==> src/rtl/seg7_scan_ctrl.sv <==
// Multiplexed BCD 7-segment scanner: one shared decoder, one-hot digit enables, guard cycle per slot.
// Latency: an/seg follow cnt/idx/disp directly; a loaded value shows from cycle 1 of the frame after the next boundary.
// Backpressure: rdy drops while a value is pending; a load with rdy low is dropped, and ack pulses when the value is applied.
module seg7_scan_ctrl #(
    parameter int NDIG = 4,
    parameter int DIV  = 1000
) (
    input  logic                clk,
    input  logic                rst_n,
    input  logic                load,
    input  logic [4*NDIG-1:0]   din,
    input  logic                lz_en,
    output logic                rdy,
    output logic                ack,
    output logic [NDIG-1:0]     an,
    output logic [6:0]          seg
);

    localparam int CW = (DIV > 2) ? $clog2(DIV) : 1;
    localparam int IW = (NDIG > 1) ? $clog2(NDIG) : 1;
    localparam logic [CW-1:0] CNT_LAST = CW'(DIV - 1);
    localparam logic [IW-1:0] IDX_LAST = IW'(NDIG - 1);

    generate
        if (NDIG < 1 || NDIG > 8 || DIV < 2) begin : g_bad_params
            $error("seg7_scan_ctrl: NDIG must be 1..8 and DIV at least 2");
        end
    endgenerate

    typedef enum logic {
        BLANK = 1'b0,
        SHOW  = 1'b1
    } state_t;

    state_t              state_q, state_d;
    logic [CW-1:0]       cnt_q;
    logic [IW-1:0]       idx_q;
    logic [4*NDIG-1:0]   pend_q;
    logic                pvalid_q;
    logic [4*NDIG-1:0]   disp_q;
    logic                ack_q;
    logic                lz_q;

    logic                cnt_wrap;
    logic                fb;
    logic                apply;
    logic [3:0]          cur_dig;
    logic [IW-1:0]       msd;

    function automatic logic [6:0] dec7(input logic [3:0] d);
        case (d)
            4'd0:    dec7 = 7'b1111110;
            4'd1:    dec7 = 7'b0110000;
            4'd2:    dec7 = 7'b1101101;
            4'd3:    dec7 = 7'b1111001;
            4'd4:    dec7 = 7'b0110011;
            4'd5:    dec7 = 7'b1011011;
            4'd6:    dec7 = 7'b1011111;
            4'd7:    dec7 = 7'b1110000;
            4'd8:    dec7 = 7'b1111111;
            4'd9:    dec7 = 7'b1111011;
            default: dec7 = 7'b0000000;
        endcase
    endfunction

    assign cnt_wrap = (cnt_q == CNT_LAST);
    assign fb       = cnt_wrap && (idx_q == IDX_LAST);
    assign apply    = fb && pvalid_q;

    always_ff @(posedge clk or negedge rst_n) begin
        if (!rst_n) begin
            cnt_q <= '0;
            idx_q <= '0;
        end else if (cnt_wrap) begin
            cnt_q <= '0;
            idx_q <= (idx_q == IDX_LAST) ? '0 : idx_q + 1'b1;
        end else begin
            cnt_q <= cnt_q + 1'b1;
        end
    end

    // Apply takes priority; a load in the boundary cycle with an empty buffer
    // lands in pend and waits a full frame, since pvalid was still low.
    always_ff @(posedge clk or negedge rst_n) begin
        if (!rst_n) begin
            pend_q   <= '0;
            pvalid_q <= 1'b0;
            disp_q   <= '0;
            ack_q    <= 1'b0;
        end else begin
            ack_q <= apply;
            if (apply) begin
                disp_q   <= pend_q;
                pvalid_q <= 1'b0;
            end else if (load && !pvalid_q) begin
                pend_q   <= din;
                pvalid_q <= 1'b1;
            end
        end
    end

    // lz_en is registered so no output has a combinational path from an input.
    always_ff @(posedge clk or negedge rst_n) begin
        if (!rst_n) begin
            lz_q    <= 1'b0;
            state_q <= BLANK;
        end else begin
            lz_q    <= lz_en;
            state_q <= state_d;
        end
    end

    always_comb begin
        cur_dig = 4'd0;
        msd     = '0;
        for (int k = 0; k < NDIG; k++) begin
            if (idx_q == IW'(k)) begin
                cur_dig = disp_q[4*k +: 4];
            end
            if (disp_q[4*k +: 4] != 4'd0) begin
                msd = IW'(k);
            end
        end
    end

    always_comb begin
        state_d = state_q;
        an      = '0;
        seg     = '0;
        if (apply) begin
            state_d = SHOW;
        end
        if (state_q == SHOW && cnt_q != '0 && !(lz_q && idx_q > msd)) begin
            an  = NDIG'(1) << idx_q;
            seg = dec7(cur_dig);
        end
    end

    assign rdy = ~pvalid_q;
    assign ack = ack_q;

endmodule

==> config.mk <==
export PLATFORM = sky130hd
export DESIGN_NAME = seg7_scan_ctrl
export DESIGN_NICKNAME = d
export VERILOG_FILES = /design/src/rtl/seg7_scan_ctrl.sv
export SDC_FILE = /design/constraint.sdc
export NUM_CORES = 1
export LEC_CHECK = 0
export ABC_AREA = 1
export CAP_MARGIN = 20
export CORE_UTILIZATION = 50
export DETAILED_ROUTE_END_ITERATION = 8
export PLACE_DENSITY = 0.72
export SLEW_MARGIN = 20
export SYNTH_ARGS = -nofsm -noshare
export SYNTH_HDL_FRONTEND = slang
export SYNTH_SLANG_ARGS = --single-unit
==> constraint.sdc <==
create_clock -name clk -period 2.65 [get_ports clk]
set_input_delay 0.265 -clock clk [delete_from_list [all_inputs] [get_ports clk]]
set_output_delay 0.265 -clock clk [all_outputs]
set_load 0.02 [all_outputs]
==> impl_metrics.yaml <==
outcome:
  status: "finished with violations"
  violations: "hold timing"
grt:
  grt_pass1_vias: 1827
  grt_max_degree: 49
  grt_antenna_before_repair: 0
  grt_usage_pct: 20.9
  grt.overflow.total: 0
  grt_first_pass_wirelength_um: 8430
synth:
  synth-edff-count: 0
  synth_cell_types: 28
  synth.area.top_cells: "dfrtp_1, nand2_1, ha_1"
  async_reset_ff_share_pct: 100
  synthCells: 288
  postSynthAreaPerCell_um2: 8.60
  synth_fp_nets: 321
  synth-main-ff-cell: "dfrtp_1"
  synth_area_leader_cell: "dfrtp_1"
  yosys_warnings: 0
  synthesis.area_um2: 2480
  yosysTopAreaCellShare_pct: 48.5
  ys_seq_area_share_pct: 48.5
  synth_seq_cells: 48
setup_path:
  worstSetupPathType: "register to output port"
  cp.arrival_ns: 2.35
  startpoint_type: "register"
  cp_cell_sequence: "nor4_4 > buf_4 > o41ai_2 > nand2_1 > ha_1 > nand2_1 > nand2_1 > o21ai_2 > nor2_4 > buf_4 > nand2_1 > nor2_1 > buf_4"
  ff2ff_path_depth: 8
  endpoint_kind: "output port"
  crit_path_max_fanout: 3
  regToRegStartpoint: "idx_q[1]$_DFFE_PN0P_"
  worst_path_most_repeated_cell: "nand2_1"
  critPathLaunch: "disp_q[8]$_DFFE_PN0P_"
  cp_slowest_cell: "dfrtp_1"
  crit_required_ns: 2.38
  cp-endpoint: "seg[2]"
  r2r_slack_ns: 0.73
  r2r_end: "state_q$_DFFE_PN0P_"
  max_stage_delay_ns: 0.43
floorplanning:
  core_um2: 4750
  start_util_pct: 52.1
  die_h_um: 72.4
  die_w_um: 72.4
  placementRows: 25
  pin_count: 33
  die_area_um2: 5240
clock_network:
  numCtsBuffers: 5
  clkTransAtPathRegs_ns: 0.09
  clockRootBuffer: "clkbuf_8"
  cts_tree: "built"
  cts_sinks: 48
  clkLatencyLatePin_ns: 0.31
  cts_htree_levels: 2
  ctsLongestPathBuffers: 2
sta:
  slew-limit-headroom_pct: 54.9
  drv_slew: 0
  rsz0062_at_grt: "yes"
  whs_ns: -0.0540
  clock.fmax_ghz: 0.383
  setup_violations: 0
  worstMarginPinSlew_ns: 0.675
  timing.final.crit_share_pct: 98.6
  finalHoldViolCount: 48
  min_period_ns: 2.61
  setup_ws_ns: 0.0363
  skew_ns: 0.00435
final_layout:
  final_area_um2: 3220
  area_growth_pct: 30.2
  seqCellArea_um2: 1200
  stdcell_count: 422
  fin_nets: 387
  nFillCells: 425
  n_antenna_cell: 0
  multiInputGateArea_um2: 1200
  drive_above_1_share_pct: 26.8
route:
  vias_per_cell: 4.84
  drc: 0
  drtPass1Iterations: 4
  drt_iter0_drc: 83
  routed_wl_um: 4950
  routedWlPerCell_um: 11.7
  ant_nets: 0
  routed-via-count: 2041
job:
  drv_cap: 0
place:
  place_area_um2: 3030
  detailedPlacementHpwl_um: 3430
  numPortBuffers: 32
  gp_congestion: 0.814
  dp_slack_ns: -0.272
  dp.cells: 409
hold_path:
  hold_path_class: "primary input to async pin"
power_and_ir_drop:
  power.density_nw_per_um2: 398
  finalPower_uw: 1280
  ir_drop_mv: 0.360
  p_leak_uw: 0.00172
[where the power goes]
group	leakage [uW]	internal, uW	switching, uW
logic	0.00106	42.6	24.2
clock network	0.0000485	189	254
registers	0.000618	761	12.4
[cells by family (layout without fill, tap and decap cells)]
| kind of cell | after synthesis | after routing | synth area share (%) |
|---|---|---|---|
| AND/OR/NAND/NOR | 152 | 152 | 25.6 |
| flip-flops | 48 | 48 | 48.5 |
| buffers and inverters | 38 | 105 | 7.37 |
| AO/OA/AOI/OAI | 20 | 20 | 4.60 |
| multiplexers | 14 | 14 | 6.36 |
| adder cells (fa/ha/maj) | 13 | 13 | 6.57 |
| XOR/XNOR | 3 | 3 | 1.06 |
[repair_timing]
action,CTS,global route
pin swaps,3,6
setup buffers,5,1
endpoints found under the setup margin,11,11
gates cloned,0,0
gates resized for setup,53,22
hold buffers,0,0
[synthesized netlist by cell type, types with 2 or more instances]
master / count
a21oi_1: 10
buf_2: 3
buf_6: 2
dfrtp_1: 48
ha_1: 13
inv_1: 29
inv_2: 2
mux2_2: 14
nand2_1: 87
nand3_1: 12
nor2_1: 39
nor3_1: 3
nor4_1: 2
o21ai_0: 7
or2_2: 2
xor2_1: 3
[worst max-delay path, delay by kind of cell, from the launching register on]
family                   cells  cell delay [ns]
adder cells (fa/ha/maj)      1             0.22
buffers and inverters        3             0.45
AND/OR/NAND/NOR              7             0.70
AO/OA/AOI/OAI                2             0.24
flip-flops                   1             0.43
[per-layer routing]
layer | up-vias | global-route usage [%] | wire length, um
met3 | 8 | 4.17 | 134
met1 | 967 | 30.2 | 2470
met2 | 30 | 31.5 | 2260
li1 | 1036 | - | -
met4 | 0 | 7.41 | 92
met5 | - | 0 | 0
[flip-flops by register name, indices dropped and copies added, names as in the netlist]
register  count
disp_q       16
pend_q       16
cnt_q        10
idx_q         2
ack           1
lz_q          1
pvalid_q      1
state_q       1
[placed cells by master (no fill, tap or decap), drive strengths merged, types with 2 or more instances in the layout]
cell type / count
nor4: 2
inv: 32
ha: 13
clkdlybuf4s50: 20
nor3: 4
a21oi: 11
clkinv: 2
nand2: 87
buf: 46
or2: 2
xor2: 3
nand3: 12
mux2: 14
nor2: 39
nand3b: 2
nand4: 2
clkbuf: 5
o21ai: 7
dfrtp: 48
[layout make-up]
cell class              count  share of cell area, %
flip-flops and latches     48                   37.3
multi-input cells         202                   37.1
repair buffers             66                   16.5
inverters                  31                   3.69
well taps                  67                   2.60
clock buffers               5                   2.13
clock inverters             3                  0.698
[worst min-delay path by stage]
stage                             startpoint                 end
after detailed placement  cnt_q[9]$_DFF_PN0_  cnt_q[9]$_DFF_PN0_
after global routing                   rst_n  cnt_q[4]$_DFF_PN0_
after floorplan                        rst_n       ack$_DFF_PN0_
after global placement    cnt_q[9]$_DFF_PN0_  cnt_q[9]$_DFF_PN0_
final                                  rst_n  cnt_q[6]$_DFF_PN0_
after CTS                              rst_n  cnt_q[6]$_DFF_PN0_
[metrics by stage]
step	util (%)	setup TNS, ns
2_1_floorplan	-	0
3_3_place_gp	63.7	-2.33
3_5_place_dp	63.7	-2.48
4_1_cts	66.1	0
5_1_grt	67.8	-0.553
6_report	67.8	0
Power figures use the tool's default switching activity.
